## config.mk

```make
export PLATFORM = sky130hd
export DESIGN_NAME = dm_access_arbiter
export DESIGN_NICKNAME = d
export VERILOG_FILES = /design/src/rtl/dm_arb_pkg.sv /design/src/rtl/dm_access_arbiter.sv
export SDC_FILE = /design/constraint.sdc
export NUM_CORES = 1
export LEC_CHECK = 0
export CORE_MARGIN = 5
export CORE_UTILIZATION = 38
export CTS_BUF_LIST = sky130_fd_sc_hd__clkbuf_8
export CTS_CLUSTER_DIAMETER = 60
export DETAILED_ROUTE_END_ITERATION = 6
export PLACE_DENSITY_LB_ADDON = 0.3
export SETUP_SLACK_MARGIN = 0.05
export SLEW_MARGIN = 20
export SYNTH_ARGS = -nofsm -noshare
export SYNTH_HDL_FRONTEND = slang
export SYNTH_SLANG_ARGS = --single-unit
```

## constraint.sdc

```tcl
create_clock -name clk -period 7.05 [get_ports clk]
set_input_delay 1.0575 -clock clk [delete_from_list [all_inputs] [get_ports clk]]
set_output_delay 1.0575 -clock clk [all_outputs]
set_load 0.03 [all_outputs]
```

## src/rtl/dm_arb_pkg.sv

```systemverilog
// Shared types and defaults for the dat_mem access arbiter.
package dm_arb_pkg;

  typedef enum logic [1:0] {IDLE, GNT0, GNT1} arb_state_t;

  localparam int unsigned AW_DEF   = 8;
  localparam int unsigned DW_DEF   = 8;
  localparam logic [7:0]  MSG_BASE = 8'd64;

endpackage

```

## src/rtl/dm_access_arbiter.sv

```systemverilog
// Round-robin arbiter sharing one dat_mem between the message loader (port 0)
// and the decrypt engine (port 1), with burst lock and a starvation cap.
module dm_access_arbiter
  import dm_arb_pkg::*;
#(
  parameter int unsigned AW        = AW_DEF,
  parameter int unsigned DW        = DW_DEF,
  parameter int unsigned MAX_BURST = 72
) (
  input  logic          clk,
  input  logic          init_n,
  input  logic          req0,
  input  logic          req1,
  input  logic          lock0,
  input  logic          lock1,
  input  logic          we0,
  input  logic          we1,
  input  logic [AW-1:0] addr0,
  input  logic [AW-1:0] addr1,
  input  logic [DW-1:0] wdata0,
  input  logic [DW-1:0] wdata1,
  output logic          gnt0,
  output logic          gnt1,
  output logic          rvalid0,
  output logic          rvalid1,
  output logic [DW-1:0] rdata,
  output logic          mem_wr_en,
  output logic [AW-1:0] mem_raddr,
  output logic [AW-1:0] mem_waddr,
  output logic [DW-1:0] mem_data_in,
  input  logic [DW-1:0] mem_data_out
);

  localparam int unsigned     BCW     = $clog2(MAX_BURST) + 1;
  localparam logic [BCW-1:0]  CT_MAX  = BCW'(MAX_BURST);
  localparam logic [BCW-1:0]  CT_LAST = BCW'(MAX_BURST - 1);

  arb_state_t     state, state_nxt;
  logic           prio, prio_nxt;
  logic [BCW-1:0] burst_ct, burst_ct_nxt;
  logic           acc0, acc1;
  logic           cap_hit;

  assign acc0 = gnt0 & req0;
  assign acc1 = gnt1 & req1;

  // >= rather than == so a count that saturated while the other port was
  // quiet still forces a handover once that port starts waiting.
  assign cap_hit = (burst_ct >= CT_LAST);

  always_comb begin
    state_nxt = state;
    case (state)
      IDLE: begin
        if (req0 && req1)  state_nxt = prio ? GNT1 : GNT0;
        else if (req0)     state_nxt = GNT0;
        else if (req1)     state_nxt = GNT1;
      end
      GNT0: begin
        if (!req0)                         state_nxt = req1 ? GNT1 : IDLE;
        else if (req1 && (!lock0 || cap_hit)) state_nxt = GNT1;
      end
      GNT1: begin
        if (!req1)                         state_nxt = req0 ? GNT0 : IDLE;
        else if (req0 && (!lock1 || cap_hit)) state_nxt = GNT0;
      end
      default: state_nxt = IDLE;
    endcase
  end

  always_comb begin
    prio_nxt     = prio;
    burst_ct_nxt = burst_ct;
    if (state_nxt != state) begin
      burst_ct_nxt = '0;
      if (state_nxt == GNT0)      prio_nxt = 1'b1;
      else if (state_nxt == GNT1) prio_nxt = 1'b0;
    end else if ((acc0 || acc1) && (burst_ct != CT_MAX)) begin
      burst_ct_nxt = burst_ct + BCW'(1);
    end
  end

  always_comb begin
    mem_wr_en   = 1'b0;
    mem_raddr   = '0;
    mem_waddr   = '0;
    mem_data_in = '0;
    if (acc0) begin
      mem_wr_en   = we0;
      mem_raddr   = addr0;
      mem_waddr   = addr0;
      mem_data_in = wdata0;
    end else if (acc1) begin
      mem_wr_en   = we1;
      mem_raddr   = addr1;
      mem_waddr   = addr1;
      mem_data_in = wdata1;
    end
  end

  assign rdata = mem_data_out;

  // rvalid tags come from the access cycle, so a read issued just before a
  // handover still returns to its own port.
  always_ff @(posedge clk or negedge init_n) begin
    if (!init_n) begin
      state    <= IDLE;
      prio     <= 1'b0;
      burst_ct <= '0;
      gnt0     <= 1'b0;
      gnt1     <= 1'b0;
      rvalid0  <= 1'b0;
      rvalid1  <= 1'b0;
    end else begin
      state    <= state_nxt;
      prio     <= prio_nxt;
      burst_ct <= burst_ct_nxt;
      gnt0     <= (state_nxt == GNT0);
      gnt1     <= (state_nxt == GNT1);
      rvalid0  <= acc0 & ~we0;
      rvalid1  <= acc1 & ~we1;
    end
  end

endmodule

```

== After elaboration in Yosys (flattened, before gate mapping) ==
Cells that the tools add are included.
Cells by class
  $add $sub $neg: 1
  $lt $le $gt $ge: 1
  eq/ne operators: 6
  muxes and demuxes: 21
  bitwise gates (word level): 6
  reductions and logical operators: 13
Operators by type and width (number)
  $mux 8: 6
  $mux 2: 9
  $add 8x1->8 const B: 1
  $ge 8x7->1 const B: 1
  $ne 8x7->1 const B: 1
  $pmux 2 s3: 1
  $mux 1: 5
  $and 1x1->1: 4
  $eq 2x1->1 const B: 2
  $eq 2x2->1 const B: 2
  $logic_and 1x1->1: 4
  $reduce_bool 2->1: 2
  $logic_or 1x1->1: 3
  $logic_not 1->1: 2
  $logic_not 2->1: 1
  $ne 2x2->1: 1
  $not 1->1: 2
  $reduce_and 2->1: 1
Storage, ports and cells
  bits in registers: 15
  bits of input ports: 48
  output and inout bits: 37
  word-level logic and storage cells: 55

== Depth between registers and ports, before layout ==
Gate-level depths: netlist of run 1.
  depth after elaboration: 9
  gate-level depth with buffers: 9
  mapped depth without buffers: 9

== Worst setup path after synthesis of run 1 ==
OpenSTA, ideal clock, no wires.
  path kind: input to output
  start point: in req0
  end point: out mem_waddr[0]
  arrival: 2440 ps
  required time: 5992 ps
  path slack: 3552 ps
  stages on the path: 6
  path buffers: 3
  cells stage by stage: and2_1 buf_2 nor2_1 buf_2 a22o_1 buf_4
Between the ends
  word-level cells in the longest chain between the ends: 2
Ends and longest elaborated chain
  start: declaration: RTL line dm_access_arbiter.sv:12  | input logic req0,
  $and 1x1->1: RTL line dm_access_arbiter.sv:44  | assign acc0 = gnt0 & req0;
  $mux 8
  end: declaration: RTL line dm_access_arbiter.sv:29  | output logic [AW-1:0] mem_waddr,
Every way passes these cells.

== Final worst setup path of run 1 ==
  start point: in req0
  end point: out mem_data_in[2]
Between the ends
  word-level cells in the longest chain between the ends: 2
Ends and longest elaborated chain
  $and 1x1->1: RTL line dm_access_arbiter.sv:44
  $mux 8: RTL line dm_access_arbiter.sv:88  | if (acc0) begin
  end: declaration: RTL line dm_access_arbiter.sv:30  | output logic [DW-1:0] mem_data_in,
Every way passes these cells.

==> metrics.yaml, run 1 <==
fin_nets: 228
grt_pass1_vias: 1090
cts_resized: 0
syn2layout_area_growth_pct: 55.45
post-cts-setup-buffers: 0
antenna_found_initial: 0
rows: 20
regArea_um2: 375.4
hold_path.class: "reg2reg"
ys.flop_type: "dfrtp_1"
drtIter0Drc: 45
grt_overflow_total: 0
nFillCells: 271
core_um2: 2978
yosysUniqueCellTypes: 36
syn_inst: 122
setup_ws_ns: 2.419
clock_skew_ns: 0.003826
min_period_ns: 4.631
synth_top_family_by_area: "simple AND/OR/NAND/NOR gates"
slowest_stage: "clkdlybuf4s50_1"
max_stage_delay_ns: 0.68
synth_xor_area_share_pct: 5.338
syn_area_um2: 1149
syn_area_per_cell_um2: 9.415
setup_violations: 0
synth_mux_area_share_pct: 2.179
vias_per_cell: 5.284
status: "completed"
hp-start: "prio"
io_buffer_count: 68
synthArstFlopShare_pct: 100.0
cp_top_family: "buffers and inverters"
fin_crit_sh_pct: 65.69
antenna_cells: 0
avgRoutedWirePerCell_um: 16.61
cts_tree: "done"
yosys-top-cells-area: "dfrtp_1 (33%), a22o_1 (14%), buf_4 (10%)"
dpl.hpwl_mm: 2.871
grt_max_degree: 20
first_pass_iters: 4
worstSetupStartpoint: "req0"
cts_buffers: 3
finalHoldViolCount: 0
dieArea_um2: 4222
path_class: "in2out"
path_clk_slew_ns: 0.06
multi_input_area_um2: 630.6
cts.path.max_buffers: 2
ios: 85
rr_startpoint: "burst_ct[1]"
leakage_nw: 0.7185
drc: 0
synth-simple-area-share_pct: 21.79
final_common_cell: "clkdlybuf4s50_1"
cp_max_fo: 19
wl_mm: 3.455
drv_slew: 0
yosys.area_share.adder_pct: 4.357
end_kind: "output port"
die_w_um: 64.98
grt_use_total_pct: 17.04
die_height_um: 64.98
dp_slack_ns: 2.111
vdd_drop_max_uv: 108.8
maxSlewHeadroom_pct: 50.45
tightest_slew_ns: 0.7337
drive_above_1_share_pct: 6.857
critPathMostFrequentCell: "clkdlybuf4s50_1"
synth-seq-cells: 15
synth_area_leader_cell: "dfrtp_1"
final_cell_mix: "clkdlybuf4s50_1 (68), a22o_1 (18), nor2_1 (15), dfrtp_1 (15), nand2_1 (6)"
gp_congestion: 0.8110
power-per-cell-area_nw_per_um2: 252.7
fin_tns_setup_ns: 0
path_buf_inv: 2
grt_first_pass_wirelength_mm: 5.554
rsz0062_at_grt: "false"
cp.required_ns: 5.99
yosys_warnings: 0
holdBufCountCts: 0
synth_compound_area_share_pct: 21.02
synth_edf_count: 0
yosys.area.top_type_share_pct: 32.68
crit_arrival_ns: 3.57
synth.yosys.seq_area_share_pct: 32.68
cts_root_buf: "clkbuf_8"
clk_latency_ns: 0.25
cp_cell_sequence: "clkdlybuf4s50_1, and2_1, nor2_2, a22o_1, clkdlybuf4s50_1"
cts_max_level: 1
dr_total_vias: 1099
startpoint_type: "input pin"
initial_core_util_pct: 38.57
syn-num-nets: 174
drtAntennaViolNets: 0
cts.sink_count: 15
maxCapViolCount: 0
fmax_mhz: 215.9
[registers in the layout, indices dropped and copies added (netlist names)]
register  flops
rvalid1       1
gnt1          1
burst_ct      8
rvalid0       1
gnt0          1
state         2
prio          1
[worst paths after layout]
path | slack [ns] | depth (start not counted) | end
max | 2.42 | 5 | mem_data_in[2]
min | 0.55 | 1 | prio
max reg2reg | 4.25 | 9 | prio
min reg2reg | 0.55 | 1 | prio
max in group asynchronous | 5.42 | 1 | burst_ct[2]
min in group asynchronous | 1.21 | 1 | rvalid0
[power by group]
group          switching (W)  internal, W  total [W]  leakage [nW]
Clock              0.0000301    0.0000391  0.0000693        0.0255
Combinational       0.000145     0.000122   0.000267         0.491
Sequential         0.0000148     0.000100   0.000115         0.202
[final cells by class]
cell class / instances / area share, %
sequential: 15 / 21.02
clock buffer: 3 / 2.313
tap: 33 / 2.313
inverter: 3 / 0.6307
clock inverter: 1 / 0.2803
multi-input combinational: 85 / 35.32
timing repair buffer: 68 / 38.12
[stage by stage]
stage | cells | hold slack, ns | power, W | instance area [µm²] | util, %
final | 208 | 0.5499 | 0.0004511 | 1785 | 59.96
after global routing | 208 | 0.5956 | 0.0004811 | 1785 | 59.96
after CTS | 208 | 0.5523 | 0.0004566 | 1783 | 59.87
after detailed placement | 204 | 0.5257 | 0.0003839 | 1737 | 58.32
after global placement | 204 | 0.5296 | 0.0003792 | 1737 | 58.32
after floorplan | 122 | 0.5057 | 0.0002959 | 1149 | -
[metal layers]
layer	wire [µm]	vias up	GRT usage, %
met5	0	-	0
met4	58	0	5.013
met3	336	6	7.106
met2	1750	47	30.91
met1	1310	513	17.75
li1	-	533	-
[kinds of logic (layout without fill, tap and decap cells)]
family                     after synthesis  in the layout
xor gates and xnor gates                 7              7
DFF                                     15             15
and+or+nand+nor                         44             44
buffers and inverters                   22             75
AOI/OAI and AO/OA                       28             28
muxes                                    2              2
adders and majority gates                4              4
[Yosys cell counts, types with 2 or more instances]
cell type / count
a22o_1: 18
buf_4: 16
nor2_1: 16
dfrtp_1: 15
nand2_1: 6
ha_1: 4
nand4_1: 4
xnor2_1: 4
a21oi_1: 3
and2_1: 3
inv_1: 3
xor2_1: 3
and3_1: 2
buf_2: 2
nor2b_1: 2
(Power assumes the default switching activity.)
==> run 2, diff against run 1 <==
--- a/config.mk
+++ b/config.mk
@@ -6,7 +6,7 @@
 export NUM_CORES = 1
 export LEC_CHECK = 0
 export CORE_MARGIN = 5
-export CORE_UTILIZATION = 38
+export CORE_UTILIZATION = 35
 export CTS_BUF_LIST = sky130_fd_sc_hd__clkbuf_8
 export CTS_CLUSTER_DIAMETER = 60
 export DETAILED_ROUTE_END_ITERATION = 6
==> constraint.sdc (replaced) <==
create_clock -name clk -period 4.4 [get_ports clk]
set_input_delay 0.66 -clock clk [delete_from_list [all_inputs] [get_ports clk]]
set_output_delay 0.66 -clock clk [all_outputs]
set_load 0.03 [all_outputs]
==> run 2 against run 1 <==
Compared with the run above: non-clock buffer count grew 2; flip-flop and latch count stayed put; sequential share of layout area shrank 0.30 points; combinational power up 62%; routed wire length fell by 1.1%; sequential power increased by 60%; register-to-register slack lost 2.6 ns; clock power grew 59%.
==> metrics.yaml, run 2 (synthesis gave the netlist of run 1 again) <==
largestRegisters: "burst_ct x8, state x2"  # unchanged
leakage_nw: 0.7295  # was 0.7185 nW
wl_mm: 3.418  # was 3.455 mm
holdBufCountCts: 0  # unchanged
cts_max_level: 1  # unchanged
fmax_mhz: 291.8
largest_reg_flops: 8  # unchanged
core_um2: 3103  # was 2978 µm²
tightest_slew_ns: 0.7671  # was 0.7337 ns
nFillCells: 302  # was 271
drtAntennaViolNets: 0  # unchanged
drive_above_1_share_pct: 7.345  # was 6.857%
globalRouteMet3Util_pct: 5.990  # was 7.106%
dr_total_vias: 1104  # was 1099
antenna_cells: 0  # unchanged
cp.required_ns: 3.74  # was 5.99 ns
die_height_um: 67.29  # was 64.98 µm
power-per-cell-area_nw_per_um2: 401.2  # was 252.7 nW/µm²
maxSlewHeadroom_pct: 48.19  # was 50.45%
post-cts-setup-buffers: 0  # unchanged
fin_tns_setup_ns: 0  # unchanged
drc: 0  # unchanged
status: "completed"  # unchanged
grt_max_degree: 20  # unchanged
grt_use_total_pct: 15.10  # was 17.04%
path_clk_slew_ns: 0.06  # about the same
cts_tree: "done"  # unchanged
initial_core_util_pct: 37.02  # was 38.57%
use_met2_pct: 25.40  # was 30.91%
vias_per_cell: 4.995  # was 5.284
drv_slew: 0  # unchanged
final_common_cell: "clkdlybuf4s50_1"  # unchanged
cts.sink_count: 15  # unchanged
regMostFlops: "burst_ct"  # unchanged
dp.cells: 217  # was 204
fin_crit_sh_pct: 77.88
min_period_ns: 3.427
ios: 85  # unchanged
dpl.hpwl_mm: 2.809  # was 2.871 mm
clock_skew_ns: 0.004717  # was 0.003826 ns
final_cell_mix: "clkdlybuf4s50_1 (68), a22o_1 (18), nor2_1 (16)"  # was clkdlybuf4s50_1 (68), a22o_1 (18), nor2_1 (15), dfrtp_1 (15), nand2_1 (6)
crit_arrival_ns: 2.77  # was 3.57 ns
grt_pass1_vias: 1095  # was 1090
first_pass_iters: 4  # unchanged
cts_resized: 0  # unchanged
grt_overflow_total: 0  # unchanged
antenna_found_initial: 0  # unchanged
finalHoldViolCount: 0  # unchanged
maxCapViolCount: 0  # unchanged
path_class: "in2out"  # unchanged
gp_congestion: 0.8339  # was 0.8110
io_buffer_count: 68  # unchanged
cp_max_fo: 19  # unchanged
end_kind: "output port"  # unchanged
dieArea_um2: 4527  # was 4222 µm²
busiest_layer: "met2"  # unchanged
hold_path.class: "reg2reg"  # unchanged
clk_latency_ns: 0.24  # was 0.25 ns
cts.path.max_buffers: 2  # unchanged
grt_first_pass_wirelength_mm: 5.326  # was 5.554 mm
fin_nets: 230  # was 228
stdcell_count: 221  # was 208
vdd_drop_max_uv: 183.6  # was 108.8 µV
cts_buffers: 3  # unchanged
setup_violations: 0  # unchanged
die_w_um: 67.29  # was 64.98 µm
cts_root_buf: "clkbuf_8"  # unchanged
syn2layout_area_growth_pct: 57.73  # was 55.45%
rsz0062_at_grt: "false"  # unchanged
startpoint_type: "input pin"  # unchanged
grt_util_met1_pct: 17.78  # was 17.75%
rows: 20  # unchanged
drtIter0Drc: 39  # was 45
avgRoutedWirePerCell_um: 15.47  # was 16.61 µm
==> run 2: changes by cell type in the layout (fill, tap and decap cells not counted), sizes merged <==
cell | previous run | this run
buf | 0 | 2
==> run 2: path summary, 6_finish.rpt <==
path	endpoint	slack, ns	startpoint	cells past startpoint
worst max register to register	prio	1.62	burst_ct[1]	9
worst min-delay path	rvalid1	0.56	gnt1	2
min in group asynchronous	burst_ct[0]	0.82	init_n	1
max in group asynchronous	gnt0	3.14	init_n	1
worst min register to register	rvalid1	0.56	gnt1	2
worst max-delay path	mem_waddr[2]	0.97	req0	7
==> run 2: layout make-up <==
cell class / count / area, µm² / share of cell area, %
Sequential cell: 15 / 375.4 / 20.72
Timing Repair Buffer: 70 / 695.7 / 38.40
Clock inverter: 1 / 5.005 / 0.2762
Multi-Input combinational cell: 85 / 628.1 / 34.67
Tap cell: 44 / 55.05 / 3.039
Clock buffer: 3 / 41.29 / 2.279
Inverter: 3 / 11.26 / 0.6215
==> run 2: routing by layer <==
layer	up-vias	wire length (µm)
met3	6	466
li1	532	-
met5	-	0
met4	0	57
met2	60	1562
met1	506	1332
==> run 2: power by group <==
| part | leakage, nW | internal, W | switching [W] |
|---|---|---|---|
| Combinational | 0.502 | 0.000200 | 0.000233 |
| Sequential | 0.202 | 0.000161 | 0.0000232 |
| Clock | 0.0255 | 0.0000626 | 0.0000475 |
==> run 2: worst max-delay path: stages <==
cell             delay, ns
clkdlybuf4s50_1       0.54
and2_1                0.20
buf_4                 0.19
nor2_1                0.11
buf_4                 0.21
a22o_1                0.17
clkdlybuf4s50_1       0.68
==> run 2: stage by stage <==
stage	hold slack, ns	setup WS [ns]	utilization, %	power [W]	cell area [µm²]
2_1_floorplan	0.3644	1.697	-	0.0004741	1149
3_3_place_gp	0.5292	0.9975	56.90	0.0006139	1765
3_5_place_dp	0.5248	0.9597	56.90	0.0006211	1765
4_1_cts	0.5694	0.9559	58.39	0.0007337	1812
5_1_grt	0.5831	0.8337	58.39	0.0007715	1812
6_report	0.5596	0.9733	58.39	0.0007269	1812
